$ cat config.mk
export PLATFORM = sky130hd
export DESIGN_NAME = mem_port_arbiter
export DESIGN_NICKNAME = d
export VERILOG_FILES = /design/src/rtl/mem_port_arbiter_pkg.sv /design/src/rtl/mem_port_arbiter_arb_pick.sv /design/src/rtl/mem_port_arbiter.sv
export SDC_FILE = /design/constraint.sdc
export NUM_CORES = 1
export LEC_CHECK = 0
export ABC_AREA = 1
export BUFFER_PORTS_ARGS = -buffer_cell sky130_fd_sc_hd__clkbuf_2
export CORE_MARGIN = 3
export CORE_UTILIZATION = 55
export CTS_CLUSTER_SIZE = 16
export DETAILED_ROUTE_END_ITERATION = 7
export PLACE_DENSITY = 0.84
export SYNTH_ARGS = -nofsm -noshare
export SYNTH_HDL_FRONTEND = slang
export SYNTH_HIERARCHICAL = 1
export SYNTH_SLANG_ARGS = --single-unit
$ cat constraint.sdc
create_clock -name clk -period 2.19 [get_ports clk]
set_input_delay 0 -clock clk [delete_from_list [all_inputs] [get_ports clk]]
set_output_delay 0 -clock clk [all_outputs]
set_load 0.03 [all_outputs]
$ cat src/rtl/mem_port_arbiter_pkg.sv
// -----------------------------------------------------------------------------
// mem_port_arbiter_pkg
// Shared definitions for the two-port memory arbiter: the transaction FSM
// state encoding, the port identifiers used for grants and ack decoding, and
// the default data/address widths.
// -----------------------------------------------------------------------------
package mem_port_arbiter_pkg;

    localparam int DEF_DATA_W = 16;
    localparam int DEF_ADDR_W = 16;

    typedef enum logic [1:0] {
        IDLE   = 2'd0,
        ACCESS = 2'd1,
        RESP   = 2'd2,
        DONE   = 2'd3
    } state_t;

    typedef logic port_id_t;

    localparam port_id_t PORT_F = 1'b0;
    localparam port_id_t PORT_D = 1'b1;

endpackage

$ cat src/rtl/mem_port_arbiter_arb_pick.sv
// -----------------------------------------------------------------------------
// arb_pick
// Two-way request picker. A lone request wins outright; when both ports
// request, the port named by the pointer wins. Tying the pointer to PORT_D
// gives fixed data-over-fetch priority.
//
// Ports
//   f_req  in   fetch port request
//   d_req  in   data port request
//   ptr    in   port preferred when both request
//   grant  out  winning port ID (meaningful only when a request is present)
// -----------------------------------------------------------------------------
module arb_pick
    import mem_port_arbiter_pkg::*;
(
    input  logic     f_req,
    input  logic     d_req,
    input  port_id_t ptr,
    output port_id_t grant
);

    // Resolve the winner for the current cycle.
    always_comb begin
        grant = PORT_D;
        if (f_req && d_req) begin
            grant = ptr;
        end else if (f_req) begin
            grant = PORT_F;
        end else begin
            grant = PORT_D;
        end
    end

endmodule

$ cat src/rtl/mem_port_arbiter.sv
// -----------------------------------------------------------------------------
// mem_port_arbiter
// Shares one synchronous-read memory between an instruction-fetch port
// (read-only) and a data port (load/store). Each transaction walks
// IDLE -> ACCESS -> RESP -> DONE, so at most one completes every 4 cycles.
// The ack for the served port pulses for the single DONE cycle, with rdata
// already updated for reads.
//
// Optional feature: define ARB_ROUND_ROBIN_EN to alternate contested grants
// (the port not served last wins). Without it, data always beats fetch.
//
// Ports
//   clk, rst              clock, synchronous active-high reset
//   f_req, f_addr, f_ack  fetch request / address / completion pulse
//   d_req, d_we, d_addr,
//   d_wdata, d_ack        data request / store flag / address / store data /
//                         completion pulse
//   rdata                 last read result, held until the next read completes
//   mem_addr, mem_data,
//   mem_we                memory address / write data / write enable
//   mem_q                 memory read data, valid one cycle after mem_addr
// -----------------------------------------------------------------------------
module mem_port_arbiter
    import mem_port_arbiter_pkg::*;
#(
    parameter int DATA_W = DEF_DATA_W,
    parameter int ADDR_W = DEF_ADDR_W
) (
    input  logic              clk,
    input  logic              rst,
    input  logic              f_req,
    input  logic [ADDR_W-1:0] f_addr,
    output logic              f_ack,
    input  logic              d_req,
    input  logic              d_we,
    input  logic [ADDR_W-1:0] d_addr,
    input  logic [DATA_W-1:0] d_wdata,
    output logic              d_ack,
    output logic [DATA_W-1:0] rdata,
    output logic [ADDR_W-1:0] mem_addr,
    output logic [DATA_W-1:0] mem_data,
    output logic              mem_we,
    input  logic [DATA_W-1:0] mem_q
);

    state_t            state_r;
    logic [ADDR_W-1:0] addr_r;
    logic [DATA_W-1:0] wdata_r;
    logic              we_r;
    port_id_t          port_r;

    port_id_t          ptr_s;
    port_id_t          grant_s;
    logic              any_req_s;
    logic [ADDR_W-1:0] win_addr_s;
    logic [DATA_W-1:0] win_wdata_s;
    logic              win_we_s;

    assign any_req_s = f_req | d_req;

`ifdef ARB_ROUND_ROBIN_EN
    port_id_t ptr_r;
    logic     contest_s;

    assign ptr_s     = ptr_r;
    assign contest_s = f_req & d_req;

    // Point at the loser after every contested grant so it wins the next contest.
    always_ff @(posedge clk) begin
        if (rst) begin
            ptr_r <= PORT_D;
        end else if ((state_r == IDLE) && contest_s) begin
            ptr_r <= (grant_s == PORT_D) ? PORT_F : PORT_D;
        end else begin
            ptr_r <= ptr_r;
        end
    end
`else
    assign ptr_s = PORT_D;
`endif

    arb_pick u_arb_pick (
        .f_req (f_req),
        .d_req (d_req),
        .ptr   (ptr_s),
        .grant (grant_s)
    );

    // Select the winning port's transaction fields; fetch never writes, so
    // it keeps the current write data to avoid needless toggling.
    always_comb begin
        win_addr_s  = d_addr;
        win_wdata_s = d_wdata;
        win_we_s    = d_we;
        if (grant_s == PORT_F) begin
            win_addr_s  = f_addr;
            win_wdata_s = mem_data;
            win_we_s    = 1'b0;
        end else begin
            win_addr_s  = d_addr;
            win_wdata_s = d_wdata;
            win_we_s    = d_we;
        end
    end

    // Transaction FSM with registered memory drive, read capture and acks.
    // Memory outputs are loaded on the IDLE->ACCESS edge so they are valid
    // throughout ACCESS; mem_we is dropped on the way into RESP.
    always_ff @(posedge clk) begin
        if (rst) begin
            state_r  <= IDLE;
            addr_r   <= '0;
            wdata_r  <= '0;
            we_r     <= 1'b0;
            port_r   <= PORT_D;
            f_ack    <= 1'b0;
            d_ack    <= 1'b0;
            rdata    <= '0;
            mem_addr <= '0;
            mem_data <= '0;
            mem_we   <= 1'b0;
        end else begin
            case (state_r)
                IDLE: begin
                    f_ack <= 1'b0;
                    d_ack <= 1'b0;
                    if (any_req_s) begin
                        addr_r   <= win_addr_s;
                        wdata_r  <= win_wdata_s;
                        we_r     <= win_we_s;
                        port_r   <= grant_s;
                        mem_addr <= win_addr_s;
                        mem_data <= win_wdata_s;
                        mem_we   <= win_we_s;
                        state_r  <= ACCESS;
                    end else begin
                        mem_we  <= 1'b0;
                        state_r <= IDLE;
                    end
                end
                ACCESS: begin
                    mem_addr <= addr_r;
                    mem_data <= wdata_r;
                    mem_we   <= 1'b0;
                    state_r  <= RESP;
                end
                RESP: begin
                    if (!we_r) begin
                        rdata <= mem_q;
                    end else begin
                        rdata <= rdata;
                    end
                    f_ack   <= (port_r == PORT_F);
                    d_ack   <= (port_r == PORT_D);
                    mem_we  <= 1'b0;
                    state_r <= DONE;
                end
                DONE: begin
                    f_ack   <= 1'b0;
                    d_ack   <= 1'b0;
                    mem_we  <= 1'b0;
                    state_r <= IDLE;
                end
                default: begin
                    f_ack   <= 1'b0;
                    d_ack   <= 1'b0;
                    mem_we  <= 1'b0;
                    state_r <= IDLE;
                end
            endcase
        end
    end

endmodule

==> impl_metrics.sql <==
INSERT INTO impl_metrics (metric_group, metric, value, unit) VALUES
('placed_design', 'pre_cts_slack', '228', 'ps'),
('pwr', 'cellLeakagePower', '3.06', 'nW'),
('route', 'wl_per_cell', '12.9', 'um'),
('pwr', 'power_switching_share', '47.3', '%'),
('sta', 'finalWorstSetupSlack', '164', 'ps'),
('clock_network', 'ctsHtreeMaxLevel', '3', ''),
('cells_and_area', 'num-fill-cells', '614', ''),
('clock_network', 'clkSlewWorstSetupHoldPaths', '100', 'ps'),
('pwr', 'seqPwrFrac', '33.8', '%'),
('placed_design', 'detailed_place_hpwl', '7.20', 'mm'),
('clock_network', 'cts_root_buffer', 'sky130_fd_sc_hd__clkbuf_8', ''),
('global_routing', 'grt.total_usage', '27.1', '%'),
('route', 'drt_drc_violations_left', '0', ''),
('route', 'first_iter_violations', '263', ''),
('worst_setup_path', 'critical_path.cell_chain', 'inv_1 > ha_1 > inv_2 > nor2_8 > nand3_1 > dlygate4sd3_1 > a21oi_1', ''),
('worst_setup_path', 'worst_setup_path_startpoint', 'state_r[0]', ''),
('clock_network', 'ctsLongestPathBuffers', '2', ''),
('sta', 'final_min_period_over_clock_period', '92.5', '%'),
('global_routing', 'grt_first_pass_wirelength', '19.9', 'mm'),
('synth', 'synth.yosys.warnings', '6', ''),
('clock_network', 'cts.sink_count', '87', ''),
('floorplanning', 'floorplan.rows', '32', ''),
('global_routing', 'grt-busiest-layer', 'met2', ''),
('synth', 'most_area_consuming_cells_after_synthesis', 'sky130_fd_sc_hd__dfxtp_1, sky130_fd_sc_hd__nand2_1, sky130_fd_sc_hd__nand3_1', ''),
('worst_setup_path', 'critical_path.top_delay_family', 'buffers and inverters', ''),
('worst_setup_path', 'regToRegStartpoint', 'state_r[0]', ''),
('floorplanning', 'fp.dieW', '95.9', 'um'),
('synth', 'synthesis.nets', '758', ''),
('pwr', 'p_sw', '3.26', 'mW'),
('pwr', 'p_total', '6.88', 'mW'),
('floorplanning', 'floorplan.initialDensity', '57.2', '%'),
('pwr', 'vdd.ir_drop.worst', '660', 'uV'),
('synth', 'yosysSeqAreaShare', '39.2', '%'),
('sta', 'tightest_slew', '842', 'ps'),
('pwr', 'internal_power', '3.62', 'mW'),
('placed_design', 'numPortBuffers', '119', ''),
('synth', 'synth_area', '0.00444', 'sq mm'),
('global_routing', 'grt.met2_usage', '47.4', '%'),
('sta', 'setup_tns', '0', 'ps'),
('route', 'routed_vias_inst', '5.02', ''),
('pwr', 'power.combinational.fraction', '49.9', '%'),
('sta', 'period_needed', '2030', 'ps'),
('worst_setup_path', 'timing.critical_path.slowest_stage_cell', 'sky130_fd_sc_hd__dlygate4sd3_1', ''),
('sta', 'fmax', '0.494', 'GHz'),
('global_routing', 'globalRouteOverflowTotal', '0', ''),
('route', 'drt-total-wl', '12.2', 'mm'),
('status', 'run_status', 'finished clean', ''),
('global_routing', 'first_global_vias', '4435', ''),
('job', 'drv_cap', '0', ''),
('sta', 'timing.hold.ws', '12.9', 'ps'),
('floorplanning', 'die_h', '95.9', 'um'),
('synth', 'area_fraction_of_the_dominant_cell_type_after_synthesis', '39.2', '%'),
('sta', 'timing_max_transition_violations_final', '0', ''),
('worst_setup_path', 'crit_arrival', '2330', 'ps'),
('sta', 'skew', '12.2', 'ps'),
('cells_and_area', 'areaGrowthSynthToFinish', '29.4', '%'),
('synth', 'syn_avg_cell_area', '6.50', 'sq um'),
('clock_network', 'tritoncts', 'yes', ''),
('worst_setup_path', 'critical_path_required', '2490', 'ps'),
('route', 'drt_first_pass_iters', '5', ''),
('global_routing', 'use_met1', '32.6', '%'),
('hold_path', 'min-delay-path-class', 'in2reg', ''),
('sta', 'rsz0062_at_grt', 'false', ''),
('pwr', 'pwr-share-clk', '16.3', '%'),
('sta', 'setup_viol', '0', ''),
('pwr', 'power_density', '1200', 'mW/mm^2'),
('floorplanning', 'core_area', '0.00777', 'sq mm'),
('worst_setup_path', 'setup.worst_path.start_class', 'register', ''),
('synth', 'synth.largest_area_cell', 'sky130_fd_sc_hd__dfxtp_1', ''),
('worst_setup_path', 'critical_path_buf_inv_count', '3', ''),
('worst_setup_path', 'critical_path.max_fanout', '15', '');
==> tightest hold or removal path: stages <==
cell                       delay, ps
sky130_fd_sc_hd__clkbuf_2         80
sky130_fd_sc_hd__inv_1            60
sky130_fd_sc_hd__nand2_1          60
sky130_fd_sc_hd__nand3_1          80
sky130_fd_sc_hd__a21oi_1          50
==> worst paths after layout <==
kind	endpoint	cells after the start	slack (ps)
max	addr_r[1]	7	160
min reg2reg	wdata_r[14]	2	470
min	wdata_r[8]	5	10
max reg2reg	addr_r[1]	7	160
==> layout by cell type, fill, tap and decap left out, types with 3 or more instances in the layout <==
cell type                         n
sky130_fd_sc_hd__clkbuf_8         9
sky130_fd_sc_hd__a21oi_1         34
sky130_fd_sc_hd__nand3_1         88
sky130_fd_sc_hd__nand3_2          9
sky130_fd_sc_hd__inv_2            6
sky130_fd_sc_hd__nor2_1         100
sky130_fd_sc_hd__inv_1           85
sky130_fd_sc_hd__nand2_1        197
sky130_fd_sc_hd__clkbuf_2       119
sky130_fd_sc_hd__buf_4           12
sky130_fd_sc_hd__ha_1             6
sky130_fd_sc_hd__dfxtp_1         87
sky130_fd_sc_hd__nor2_4           3
sky130_fd_sc_hd__o21ai_0         20
sky130_fd_sc_hd__dlygate4sd3_1   53
==> routing by layer <==
metal	wire length, um	part of all wire, %	vias up
met5	0	0	-
met4	136	1.1	0
met3	923	7.5	15
met2	5900	48	189
met1	5280	43	2142
li1	-	-	2400
==> power by group through the flow <==
stage | clock (mW) | sequential [mW] | combinational, mW
after floorplan | 0 | 2.95 | 1.94
after global placement | 0 | 2.33 | 3.14
after detailed placement | 0 | 2.34 | 3.23
after CTS | 1.13 | 2.31 | 3.34
after global routing | 1.19 | 2.37 | 3.80
final | 1.12 | 2.33 | 3.43
==> cell usage after synthesis <==
library cell,instances
sky130_fd_sc_hd__buf_6,8
sky130_fd_sc_hd__a21oi_1,34
sky130_fd_sc_hd__o211ai_1,1
sky130_fd_sc_hd__nor2_1,100
sky130_fd_sc_hd__buf_8,2
sky130_fd_sc_hd__inv_2,6
sky130_fd_sc_hd__nand3_2,9
sky130_fd_sc_hd__clkbuf_1,11
sky130_fd_sc_hd__dfxtp_1,87
sky130_fd_sc_hd__nand3_1,88
sky130_fd_sc_hd__buf_4,5
sky130_fd_sc_hd__buf_2,13
sky130_fd_sc_hd__buf_1,2
sky130_fd_sc_hd__inv_1,85
sky130_fd_sc_hd__nor2_2,1
sky130_fd_sc_hd__ha_1,6
sky130_fd_sc_hd__o211a_1,1
sky130_fd_sc_hd__nor2_8,1
sky130_fd_sc_hd__nand2_1,197
sky130_fd_sc_hd__o21ai_0,20
sky130_fd_sc_hd__o21ai_2,1
sky130_fd_sc_hd__nor3_1,1
sky130_fd_sc_hd__nor2_4,3
sky130_fd_sc_hd__conb_1,1
==> repair_timing <==
| action | in CTS | in global routing |
|---|---|---|
| hold buffers | 53 | 0 |
| endpoints found under the hold margin | 42 | 0 |
| setup endpoints to repair | 0 | 6 |
| resized for setup | 0 | 0 |
| setup buffers | 0 | 4 |
==> flip-flops by register name, indices dropped and copies added (netlist names) <==
signal,flops
mem_we,1
mem_addr,16
we_r,1
mem_data,16
addr_r,16
port_r,1
d_ack,1
rdata,16
wdata_r,16
state_r,2
f_ack,1
==> cells by family (layout without fill, tap and decap cells) <==
kind of cell / count (synthesis) / after routing / synth area share (%)
fa+ha+maj: 6 / 6 / 1.69
simple gates: 400 / 401 / 38.5
compound gates: 57 / 57 / 6.68
flops: 87 / 87 / 39.2
other cells: 1 / 1 / 0.0844
buf+inv: 132 / 292 / 13.8
==> final cells by class <==
cell class | count | area (sq um) | area share (%)
multi-input cells | 465 | 2100 | 36.5
flip-flops and latches | 87 | 1740 | 30.3
repair buffers | 185 | 1240 | 21.5
inverters | 91 | 342 | 5.95
well taps | 102 | 128 | 2.22
clock buffers | 9 | 124 | 2.16
clock inverters | 7 | 73.8 | 1.29
==> per-stage QoR <==
stage,instances,instance area [sq um],util [%]
3_3_place_gp,872,4980,64.1
3_5_place_dp,872,4980,64.1
4_1_cts,941,5710,73.5
6_report,946,5740,74.0
5_1_grt,946,5740,74.0
2_1_floorplan,683,4440,-
No activity file was read; power rests on OpenSTA's default activity.
